--- config.mk ---
export PLATFORM = sky130hd
export DESIGN_NAME = dmem_arbiter_flat
export DESIGN_NICKNAME = d
export VERILOG_FILES = /design/src/rtl/dmem_arbiter_if.sv /design/src/rtl/dmem_arbiter.sv /design/src/flat_wrapper.sv
export SDC_FILE = /design/constraint.sdc
export NUM_CORES = 1
export LEC_CHECK = 0
export CORE_AREA = 2 2 115 117
export CTS_CLUSTER_DIAMETER = 200
export DETAILED_ROUTE_END_ITERATION = 16
export DIE_AREA = 0 0 117 119
export PLACE_DENSITY = 0.63
export SYNTH_ARGS = -nofsm -noshare
export SYNTH_HDL_FRONTEND = slang
export SYNTH_SLANG_ARGS = --single-unit
--- constraint.sdc ---
create_clock -name clk -period 1.74 [get_ports clk]
set_input_delay 0.348 -clock clk [delete_from_list [all_inputs] [get_ports clk]]
set_output_delay 0.348 -clock clk [all_outputs]
set_load 0.01 [all_outputs]
--- src/rtl/dmem_arbiter_if.sv ---
// Bundle of CPU, debug-master and data-memory signals around the dmem arbiter.
// slave = arbiter side; master = the CPU/debug/memory environment.
interface dmem_arbiter_if #(
  parameter int ADDR_W = 32,
  parameter int DATA_W = 32
);
  logic              cpu_req;
  logic              cpu_we;
  logic [ADDR_W-1:0] cpu_addr;
  logic [DATA_W-1:0] cpu_wdata;
  logic [DATA_W-1:0] cpu_rdata;
  logic              cpu_stall;
  logic              dbg_req;
  logic              dbg_we;
  logic [ADDR_W-1:0] dbg_addr;
  logic [DATA_W-1:0] dbg_wdata;
  logic              dbg_gnt;
  logic              dbg_rvalid;
  logic [DATA_W-1:0] dbg_rdata;
  logic              mem_write;
  logic [ADDR_W-1:0] mem_addr;
  logic [DATA_W-1:0] mem_wdata;
  logic [DATA_W-1:0] mem_rdata;

  modport slave (
    input  cpu_req, cpu_we, cpu_addr, cpu_wdata,
    input  dbg_req, dbg_we, dbg_addr, dbg_wdata,
    input  mem_rdata,
    output cpu_rdata, cpu_stall, dbg_gnt, dbg_rvalid, dbg_rdata,
    output mem_write, mem_addr, mem_wdata
  );

  modport master (
    output cpu_req, cpu_we, cpu_addr, cpu_wdata,
    output dbg_req, dbg_we, dbg_addr, dbg_wdata,
    output mem_rdata,
    input  cpu_rdata, cpu_stall, dbg_gnt, dbg_rvalid, dbg_rdata,
    input  mem_write, mem_addr, mem_wdata
  );
endinterface

--- src/rtl/dmem_arbiter.sv ---
// Per-cycle arbiter sharing single-port data memory between the CPU load/store
// path and a debug master; debug wins contention until MAX_HOLD, then the CPU.
module dmem_arbiter #(
  parameter int ADDR_W   = 32,
  parameter int DATA_W   = 32,
  parameter int MAX_HOLD = 4
) (
  input logic          clk,
  input logic          rst,
  dmem_arbiter_if.slave bus
);
  localparam logic [3:0] HOLD_MAX = 4'(MAX_HOLD);

  logic [3:0]        r_hold_cnt;
  logic              r_dbg_rvalid;
  logic [DATA_W-1:0] r_dbg_rdata;

  logic              w_dbg_own;
  logic              w_cpu_own;
  logic              w_dbg_rd;
  logic [ADDR_W-1:0] w_addr;
  logic [DATA_W-1:0] w_wdata;
  logic              w_we;

  always_comb begin
    w_dbg_own = bus.dbg_req & (~bus.cpu_req | (r_hold_cnt < HOLD_MAX));
    w_cpu_own = bus.cpu_req & ~w_dbg_own;
    w_dbg_rd  = w_dbg_own & ~bus.dbg_we;
    // With no owner the CPU side still drives address/data; only the strobe drops.
    w_addr    = w_dbg_own ? bus.dbg_addr  : bus.cpu_addr;
    w_wdata   = w_dbg_own ? bus.dbg_wdata : bus.cpu_wdata;
    w_we      = w_dbg_own ? bus.dbg_we    : (w_cpu_own & bus.cpu_we);
  end

  assign bus.mem_addr   = w_addr;
  assign bus.mem_wdata  = w_wdata;
  assign bus.mem_write  = w_we & ~rst;
  assign bus.dbg_gnt    = w_dbg_own & ~rst;
  assign bus.cpu_stall  = bus.cpu_req & ~w_cpu_own & ~rst;
  assign bus.cpu_rdata  = bus.mem_rdata;
  assign bus.dbg_rvalid = r_dbg_rvalid;
  assign bus.dbg_rdata  = r_dbg_rdata;

  always_ff @(posedge clk or posedge rst) begin
    if (rst) begin
      r_hold_cnt   <= '0;
      r_dbg_rvalid <= 1'b0;
      r_dbg_rdata  <= '0;
    end else begin
      // Counts consecutive debug wins over a waiting CPU.
      if (w_dbg_own & bus.cpu_req)
        r_hold_cnt <= (r_hold_cnt == HOLD_MAX) ? r_hold_cnt : r_hold_cnt + 4'd1;
      else
        r_hold_cnt <= '0;
      r_dbg_rvalid <= w_dbg_rd;
      if (w_dbg_rd)
        r_dbg_rdata <= bus.mem_rdata;
    end
  end
endmodule

--- src/flat_wrapper.sv ---
// flat-port wrapper written by rule: the top's interface ports become plain ports
module dmem_arbiter_flat 
#(
  parameter int ADDR_W   = 32,
  parameter int DATA_W   = 32,
  parameter int MAX_HOLD = 4
)
  (clk, rst, bus_cpu_req, bus_cpu_we, bus_cpu_addr, bus_cpu_wdata, bus_dbg_req, bus_dbg_we, bus_dbg_addr, bus_dbg_wdata, bus_mem_rdata, bus_cpu_rdata, bus_cpu_stall, bus_dbg_gnt, bus_dbg_rvalid, bus_dbg_rdata, bus_mem_write, bus_mem_addr, bus_mem_wdata);
  dmem_arbiter_if #(.ADDR_W(ADDR_W), .DATA_W(DATA_W)) bus_i ();
  input logic clk;
  input logic rst;
  input wire logic [$bits(bus_i.cpu_req)-1:0] bus_cpu_req;
  input wire logic [$bits(bus_i.cpu_we)-1:0] bus_cpu_we;
  input wire logic [$bits(bus_i.cpu_addr)-1:0] bus_cpu_addr;
  input wire logic [$bits(bus_i.cpu_wdata)-1:0] bus_cpu_wdata;
  input wire logic [$bits(bus_i.dbg_req)-1:0] bus_dbg_req;
  input wire logic [$bits(bus_i.dbg_we)-1:0] bus_dbg_we;
  input wire logic [$bits(bus_i.dbg_addr)-1:0] bus_dbg_addr;
  input wire logic [$bits(bus_i.dbg_wdata)-1:0] bus_dbg_wdata;
  input wire logic [$bits(bus_i.mem_rdata)-1:0] bus_mem_rdata;
  output wire logic [$bits(bus_i.cpu_rdata)-1:0] bus_cpu_rdata;
  output wire logic [$bits(bus_i.cpu_stall)-1:0] bus_cpu_stall;
  output wire logic [$bits(bus_i.dbg_gnt)-1:0] bus_dbg_gnt;
  output wire logic [$bits(bus_i.dbg_rvalid)-1:0] bus_dbg_rvalid;
  output wire logic [$bits(bus_i.dbg_rdata)-1:0] bus_dbg_rdata;
  output wire logic [$bits(bus_i.mem_write)-1:0] bus_mem_write;
  output wire logic [$bits(bus_i.mem_addr)-1:0] bus_mem_addr;
  output wire logic [$bits(bus_i.mem_wdata)-1:0] bus_mem_wdata;
  assign bus_i.cpu_req = bus_cpu_req;
  assign bus_i.cpu_we = bus_cpu_we;
  assign bus_i.cpu_addr = bus_cpu_addr;
  assign bus_i.cpu_wdata = bus_cpu_wdata;
  assign bus_i.dbg_req = bus_dbg_req;
  assign bus_i.dbg_we = bus_dbg_we;
  assign bus_i.dbg_addr = bus_dbg_addr;
  assign bus_i.dbg_wdata = bus_dbg_wdata;
  assign bus_i.mem_rdata = bus_mem_rdata;
  assign bus_cpu_rdata = bus_i.cpu_rdata;
  assign bus_cpu_stall = bus_i.cpu_stall;
  assign bus_dbg_gnt = bus_i.dbg_gnt;
  assign bus_dbg_rvalid = bus_i.dbg_rvalid;
  assign bus_dbg_rdata = bus_i.dbg_rdata;
  assign bus_mem_write = bus_i.mem_write;
  assign bus_mem_addr = bus_i.mem_addr;
  assign bus_mem_wdata = bus_i.mem_wdata;
  dmem_arbiter #(.ADDR_W(ADDR_W), .DATA_W(DATA_W), .MAX_HOLD(MAX_HOLD)) u_core (.clk(clk), .rst(rst), .bus(bus_i));
endmodule
### Yosys cells after proc, flatten, opt, wreduce, memory -nomap -nowiden

Index checks and enable logic that the tools add are counted.

* logic and storage cells: 27
* input port bits: 166
* register bits: 37

* equal/unequal tests: 2
* multiplexer cells: 5
* $add $sub $neg: 1
* bitwise gates (word level): 15
* order comparisons: 1

Operator list (number)
* $mux 32: 2
* $and 1x1->1: 9
* $mux 4: 2
* $not 1->1: 5
* $add 4x1->4 const B: 1
* $eq 4x3->1 const B: 1
* $lt 4x3->1 const B: 1
* $ne 2x2->1 const B: 1
* $mux 1: 1
* $or 1x1->1: 1

### Logic depth before layout (Yosys ltp)

Gate-level depths: netlist of the first run.

* word-level depth: 8
* gate-level depth with buffers: 5

### Worst setup path after synthesis of the first run

Ideal clock, no wire load.

* path kind: reg2out
* start point: reg u_core.r_hold_cnt[3]
* end point: out bus_mem_addr[19]
* arrival: 1.290 ns
* buffers on the path: 2
* setup slack: 0.102 ns
* cell stages (with the launch flop): 6
* cells stage by stage: dfrtp_1 -> o21ai_2 -> nand2_2 -> buf_6 -> buf_6 -> mux2_1

* word-level cells in the longest chain between the ends: 4

Ends and longest elaborated chain
* start, declared: line dmem_arbiter.sv:14 `logic [3:0] r_hold_cnt;`
* start signal, assigned: line dmem_arbiter.sv:52 `r_hold_cnt <= (r_hold_cnt == HOLD_MAX) ? r_hold_cnt : r_hold_cnt + 4'd1;`
* $lt 4x3->1: line dmem_arbiter.sv:26 `w_dbg_own = bus.dbg_req & (~bus.cpu_req | (r_hold_cnt < HOLD_MAX));`
* $or 1x1->1: line dmem_arbiter.sv:26
* $and 1x1->1: line dmem_arbiter.sv:26
* $mux 32: line dmem_arbiter.sv:30 `w_addr = w_dbg_own ? bus.dbg_addr : bus.cpu_addr;`
* end, declared: line flat_wrapper.sv:27 `output wire logic [$bits(bus_i.mem_addr)-1:0] bus_mem_addr;`

Every way passes these cells.

### Final worst setup path of the first run

* start point: reg u_core.r_hold_cnt[2]
* end point: out bus_mem_addr[5]

The elaborated chain is that of the path after synthesis.

==> impl_metrics.toml, run 1 <==
[detailed_routing]
post_drt_wl_per_cell_um = 17.7
top_layer_used = "met5"
wl_met1_um = 4710
finalWirelength_um = 12100
vias_per_cell = 4.02
drtIter0Drc = 74
drcViolationCount = 0
route.met3.wl_um = 1100
vias = 2749
dr_wl_met2_um = 6160
firstDrtPassIters = 4
ant_nets = 0

[yosys]
synth_nets = 365
ys.flop_type = "dfrtp_1"
yosysWarnings = 0
synth_cells = 197
ys_ff_latch = 37
synth_edf_count = 0
syn_avg_cell_area_sq_um = 12.7
synth-async-reset-ratio = 1.00
ys_types = 21
synth.cell_area_sq_mm = 0.00251
yosysSeqAreaShare = 0.369

[floorplan]
dieArea_sq_mm = 0.0139
chipWidth_um = 117
pin_count = 298
core_area_sq_mm = 0.0129
dieHeight_um = 119
num_rows = 42
start_util = 0.195

[timing]
tns_ps = -22720
clock_skew_ps = 4.43
clock.fmax_mhz = 450
setup_violations = 66
hold_viol_final = 0
rsz0062_at_grt = "true"
slew_viol_final = 0
fin_crit_sh = 1.28
post-route-min-period_ps = 2220
setup_ws_ps = -483

[placed_design]
dp.cells = 644
pre_cts_slack_ps = -795
postPlaceCellArea_sq_mm = 0.00555
dp_hpwl_um = 9480
globalplace.congestion = 0.829
port_buffers = 297

[worst_setup_path]
worst_path_most_repeated_cell = "buf_12"
crit_chain = "o21ai_2 -> nand2_4 -> buf_12 -> buf_16 -> buf_12 -> buf_4 -> mux2_2 -> buf_6"
critical_path_required_ps = 1390
arrival_ps = 1880
crit_family = "buffers and inverters"
crit_buf_inv = 5
slowest_stage = "dfrtp_1"
crit_fanout = 8
critPathLaunchType = "register"
setup.worst_path.end_class = "primary output"
cpPeakStageDelay_ps = 390
path_class = "reg2out"

[pwr]
peakVddDrop_v = 0.000362
p_switching_uw = 1020
p_per_area_mw_per_mm2 = 642
clkPwrFrac = 0.290
p_leak_uw = 0.00290
intPower_uw = 3060
combPwrFrac = 0.448
power_frac_seq = 0.261
p_sw_frac = 0.250

[global_route]
grt_pass1_wl_um = 16600
grt_usage = 0.160
grt-ovfl-total = 0
grt_max_degree = 38
antenna_found_initial = 3
first_global_vias = 2906

[finish]
final_core_util = 0.493
area_growth_pct = 153
fin_nets = 674
fin_area_sq_mm = 0.00635
drive_gt1_frac = 0.440
multi_input_area_sq_mm = 0.00135
stdcell_count = 684
fillers = 1153
ff_latch_area_sq_um = 926

[outcome]
violations = "setup timing"
outcome = "finished with violations"

[cts]
clk_latency_ps = 280
cts_buffer_depth = 2
cts_hold_buffers = 0
cts_buffers = 5
clock_sinks = 37
cts_tree = "yes"
ctsHtreeMaxLevel = 2
clkSlewWorstSetupHoldPaths_ps = 60
cts_root_buf = "clkbuf_16"

[flow_run]
maxCapViolCount = 0

[worst_hold_path]
holdCritPathClass = "reg2reg"
[path summary, 6_finish.rpt]
check                      slack (ps)  cells after the start                        to                      from
hold / removal                    500                      1  u_core.bus.dbg_rdata[25]  u_core.bus.dbg_rdata[25]
max in group asynchronous         900                      4     u_core.bus.dbg_rvalid                       rst
setup reg to reg                  300                      5  u_core.bus.dbg_rdata[13]      u_core.r_hold_cnt[2]
hold reg to reg                   500                      1  u_core.bus.dbg_rdata[25]  u_core.bus.dbg_rdata[25]
setup / recovery                 -480                      8           bus_mem_addr[5]      u_core.r_hold_cnt[2]
min in group asynchronous         650                      4      u_core.r_hold_cnt[3]                       rst
[cell usage after synthesis (2+ instances only)]
cell type / instances / area share
buf_2: 7 / 0.014
buf_4: 32 / 0.096
buf_6: 3 / 0.013
dfrtp_1: 37 / 0.37
ha_1: 2 / 0.010
inv_1: 4 / 0.0060
mux2_1: 6 / 0.027
mux2_2: 80 / 0.36
mux2_4: 10 / 0.060
nand3b_1: 2 / 0.0060
nor3b_1: 4 / 0.012
[flip-flops by register name, summed over array words and instances, names as in the netlist]
signal                 cells
u_core.r_hold_cnt          4
u_core.bus.dbg_rvalid      1
u_core.bus.dbg_rdata      32
[final cells by class]
class                           count  share of cell area
Antenna cell                        1            0.000394
Clock buffer                        5              0.0197
Clock inverter                      3              0.0108
Inverter                            4             0.00236
Multi-Input combinational cell    114               0.212
Sequential cell                    37               0.146
Tap cell                          176              0.0347
Timing Repair Buffer              344               0.574
[power groups by stage]
stage / Combinational, uW / Sequential (uW) / Clock (uW)
after detailed placement: 1620 / 1080 / 0
after CTS: 1820 / 1070 / 1220
after global routing: 1920 / 1080 / 1260
after floorplan: 515 / 1140 / 0
final: 1830 / 1060 / 1180
after global placement: 1610 / 1070 / 0
[kinds of logic after synthesis]
group                      count (synthesis)  share of synthesized area
muxes                                     97                      0.450
buffers and inverters                     46                      0.129
DFF                                       37                      0.369
and+or+nand+nor                           11                     0.0309
adders and majority gates                  2                    0.00998
AOI/OAI and AO/OA                          2                    0.00549
other                                      1                    0.00150
xor gates and xnor gates                   1                    0.00349
[stage by stage]
step | hold WS [ps] | total power (uW)
detailed placement | 494 | 2700
finish | 502 | 4070
global route | 517 | 4260
floorplan | 498 | 1660
global placement | 487 | 2690
CTS | 508 | 4110
[routing by layer]
| metal | up-vias | track usage |
|---|---|---|
| met5 | - | 0 |
| met4 | 4 | 0.0272 |
| met3 | 16 | 0.0585 |
| met2 | 143 | 0.288 |
| met1 | 1306 | 0.180 |
| li1 | 1280 | - |
[cell usage in the layout (no fill, tap or decap), drive strengths merged, types with 2 or more instances in the layout]
cell,synthesis,routed
clkbuf,0,5
nor3b,4,4
buf,42,114
inv,4,5
dfrtp,37,37
ha,2,2
dlymetal6s2s,0,14
mux2,96,96
clkdlybuf4s50,0,208
bufinv,0,2
nand3b,3,3
dlygate4sd2,0,8
[what timing repair did]
item / CTS / global route
pin swaps: 2 / 1
resized for setup: 390 / 28
gates cloned: 4 / 0
setup buffers: 22 / 7
endpoints found under the setup margin: 73 / 81
[worst reg2reg max path, cell delays in order, from the launching register on]
cell      delay (ps)
dfrtp_1          390
o21ai_2          200
buf_4            150
nand3b_2          90
buf_12           190
mux2_2           310
No activity file was read; power rests on OpenSTA's default activity.
==> inputs of run 2 (changes only) <==
--- a/config.mk
+++ b/config.mk
@@ -5,10 +5,10 @@
 export SDC_FILE = /design/constraint.sdc
 export NUM_CORES = 1
 export LEC_CHECK = 0
-export CORE_AREA = 2 2 115 117
+export CORE_AREA = 3 3 116 118
 export CTS_CLUSTER_DIAMETER = 200
 export DETAILED_ROUTE_END_ITERATION = 16
-export DIE_AREA = 0 0 117 119
+export DIE_AREA = 0 0 119 121
 export PLACE_DENSITY = 0.63
 export SYNTH_ARGS = -nofsm -noshare
 export SYNTH_HDL_FRONTEND = slang
==> run 2 against run 1 <==
The run still ends with setup timing left. Cell count shrank 2.6%. Utilization shrank 0.83 points. Maximum frequency grew 3.6%. Cell area shrank 4.0%. Total power shrank 9.3%. Clock skew grew 1.5 ps. Critical path depth shrank 1. Flip-flop and latch count is the same. Die area grew 3.4%. First-iteration DRC count shrank 14%. Count of clock-buffer cells in the layout is the same. Register-to-register slack is essentially flat. Critical path type unchanged. Critical endpoint unchanged. Largest cell class unchanged.
==> impl_metrics.toml, run 2 (synthesis results as in run 1) <==
[outcome]
outcome = "finished with violations"
violations = "setup timing"

[floorplan]
start_util = 0.200
dieArea_sq_mm = 0.0144
core_area_sq_mm = 0.0126
num_rows = 41
pin_count = 298
dieHeight_um = 121
chipWidth_um = 119

[detailed_routing]
vias_per_cell = 3.99
finalWirelength_um = 11300
firstDrtPassIters = 3
post_drt_wl_per_cell_um = 17.0
ant_nets = 0
vias = 2659
drcViolationCount = 0
drtIter0Drc = 64

[placed_design]
pre_cts_slack_ps = -781
dp_hpwl_um = 8830
port_buffers = 297
globalplace.congestion = 0.735

[flow_run]
maxCapViolCount = 0

[worst_hold_path]
holdCritPathClass = "reg2reg"

[pwr]
combPwrFrac = 0.470
p_switching_uw = 993
power_frac_seq = 0.288
fin_total_pwr_uw = 3690
p_leak_uw = 0.00277
intPower_uw = 2700
clkPwrFrac = 0.242
p_per_area_mw_per_mm2 = 606
p_sw_frac = 0.269
peakVddDrop_v = 0.000410

[finish]
antenna_cells = 0
largest_reg_flops = 32
area_growth_pct = 143
fillers = 1151
fin_nets = 661
drive_gt1_frac = 0.431
final_cell_mix = "207 x clkdlybuf4s50_1, 73 x mux2_2, 65 x buf_6"
final_common_cell = "clkdlybuf4s50_1"

[worst_setup_path]
crit_fanout = 7
rr_worst_depth = 5
critPathLaunchType = "register"
worst-path-stages = 7
crit_chain = "o21ai_2 -> nand2_4 -> buf_12 -> buf_16 -> buf_6 -> mux2_4 -> buf_6"
endpoint = "bus_mem_addr[5]"
timing.rr.start = "u_core.r_hold_cnt[3]"
r2r_end = "u_core.bus.dbg_rdata[6]"
crit_buf_inv = 4
cpPeakStageDelay_ps = 390
setup.worst_path.end_class = "primary output"
path_class = "reg2out"
arrival_ps = 1800
critical_path_required_ps = 1390
worst_path_most_repeated_cell = "buf_6"
slowest_stage = "dfrtp_1"
reg2reg_slack_ps = 290
crit_family = "buffers and inverters"
cp-startpoint = "u_core.r_hold_cnt[3]"

[global_route]
grt_usage = 0.145
grt_pass1_wl_um = 16600
grt_max_degree = 38
use_met2 = 0.264
antenna_found_initial = 0
grt-ovfl-total = 0
use_met1 = 0.161
first_global_vias = 2902
grt-busiest-layer = "met2"
grt_use_met3 = 0.0597

[cts]
ctsHtreeMaxLevel = 2
clk_latency_ps = 280
clock_sinks = 37
cts_hold_buffers = 0
cts_buffer_depth = 2
cts_tree = "yes"
clkSlewWorstSetupHoldPaths_ps = 60
cts_buffers = 5
cts_root_buf = "clkbuf_16"

[timing]
clock.fmax_mhz = 466
hold_viol_final = 0
post-route-min-period_ps = 2150
whs_ps = 503
fin_crit_sh = 1.23
slew_viol_final = 0
clock_skew_ps = 5.89
setup_ws_ps = -407
setup_violations = 66
rsz0062_at_grt = "true"
[run 2: power groups by stage]
stage                     Sequential, uW  Clock (uW)  Combinational (uW)
after floorplan                     1140           0                 515
after CTS                           1060         931                1730
after global placement              1070           0                1610
after detailed placement            1080           0                1610
after global routing                1080         970                1840
final                               1060         895                1740
[run 2: worst min-delay path by stage]
| stage | startpoint | end | depth (start not counted) | slack [ps] |
|---|---|---|---|---|
| 2_1_floorplan | bus_mem_rdata[4] | u_core.bus.dbg_rdata[4] | 1 | 500 |
| 3_3_place_gp | u_core.bus.dbg_rdata[6] | u_core.bus.dbg_rdata[6] | 1 | 490 |
| 3_5_place_dp | u_core.bus.dbg_rdata[3] | u_core.bus.dbg_rdata[3] | 1 | 490 |
| 4_1_cts | u_core.bus.dbg_rdata[22] | u_core.bus.dbg_rdata[22] | 1 | 510 |
| 5_1_grt | u_core.bus.dbg_rdata[22] | u_core.bus.dbg_rdata[22] | 1 | 510 |
| 6_report | u_core.bus.dbg_rdata[22] | u_core.bus.dbg_rdata[22] | 1 | 500 |
[run 2: through the flow]
stage | instance area (sq um) | utilization | std cells | TNS (ps)
4_1_cts | 5960 | 0.474 | 660 | -19190
2_1_floorplan | 2510 | - | 197 | 0
3_3_place_gp | 5560 | 0.442 | 642 | -53580
6_report | 6090 | 0.485 | 666 | -19980
3_5_place_dp | 5560 | 0.442 | 642 | -53860
5_1_grt | 6090 | 0.485 | 666 | -24040
[run 2: final cells by class]
type	instances	area (sq um)	area share
timing repair buffer	331	3460	0.568
multi-input combinational	114	1330	0.218
tap	172	215	0.0353
inverter	4	15.0	0.00246
clock inverter	3	21.3	0.00349
clock buffer	5	125	0.0205
sequential	37	926	0.152
[run 2: what timing repair did]
action / in CTS / in global routing
resized for setup: 361 / 34
pin swaps: 3 / 4
cloned: 4 / 0
setup endpoints to repair: 72 / 83
setup buffers: 8 / 10
hold endpoints to repair: 0 / 0
[run 2: routing by layer]
layer / share of wire / vias to the layer above
met5: 0 / -
met3: 0.097 / 5
met2: 0.54 / 145
met4: 0.0041 / 0
met1: 0.36 / 1250
li1: - / 1259
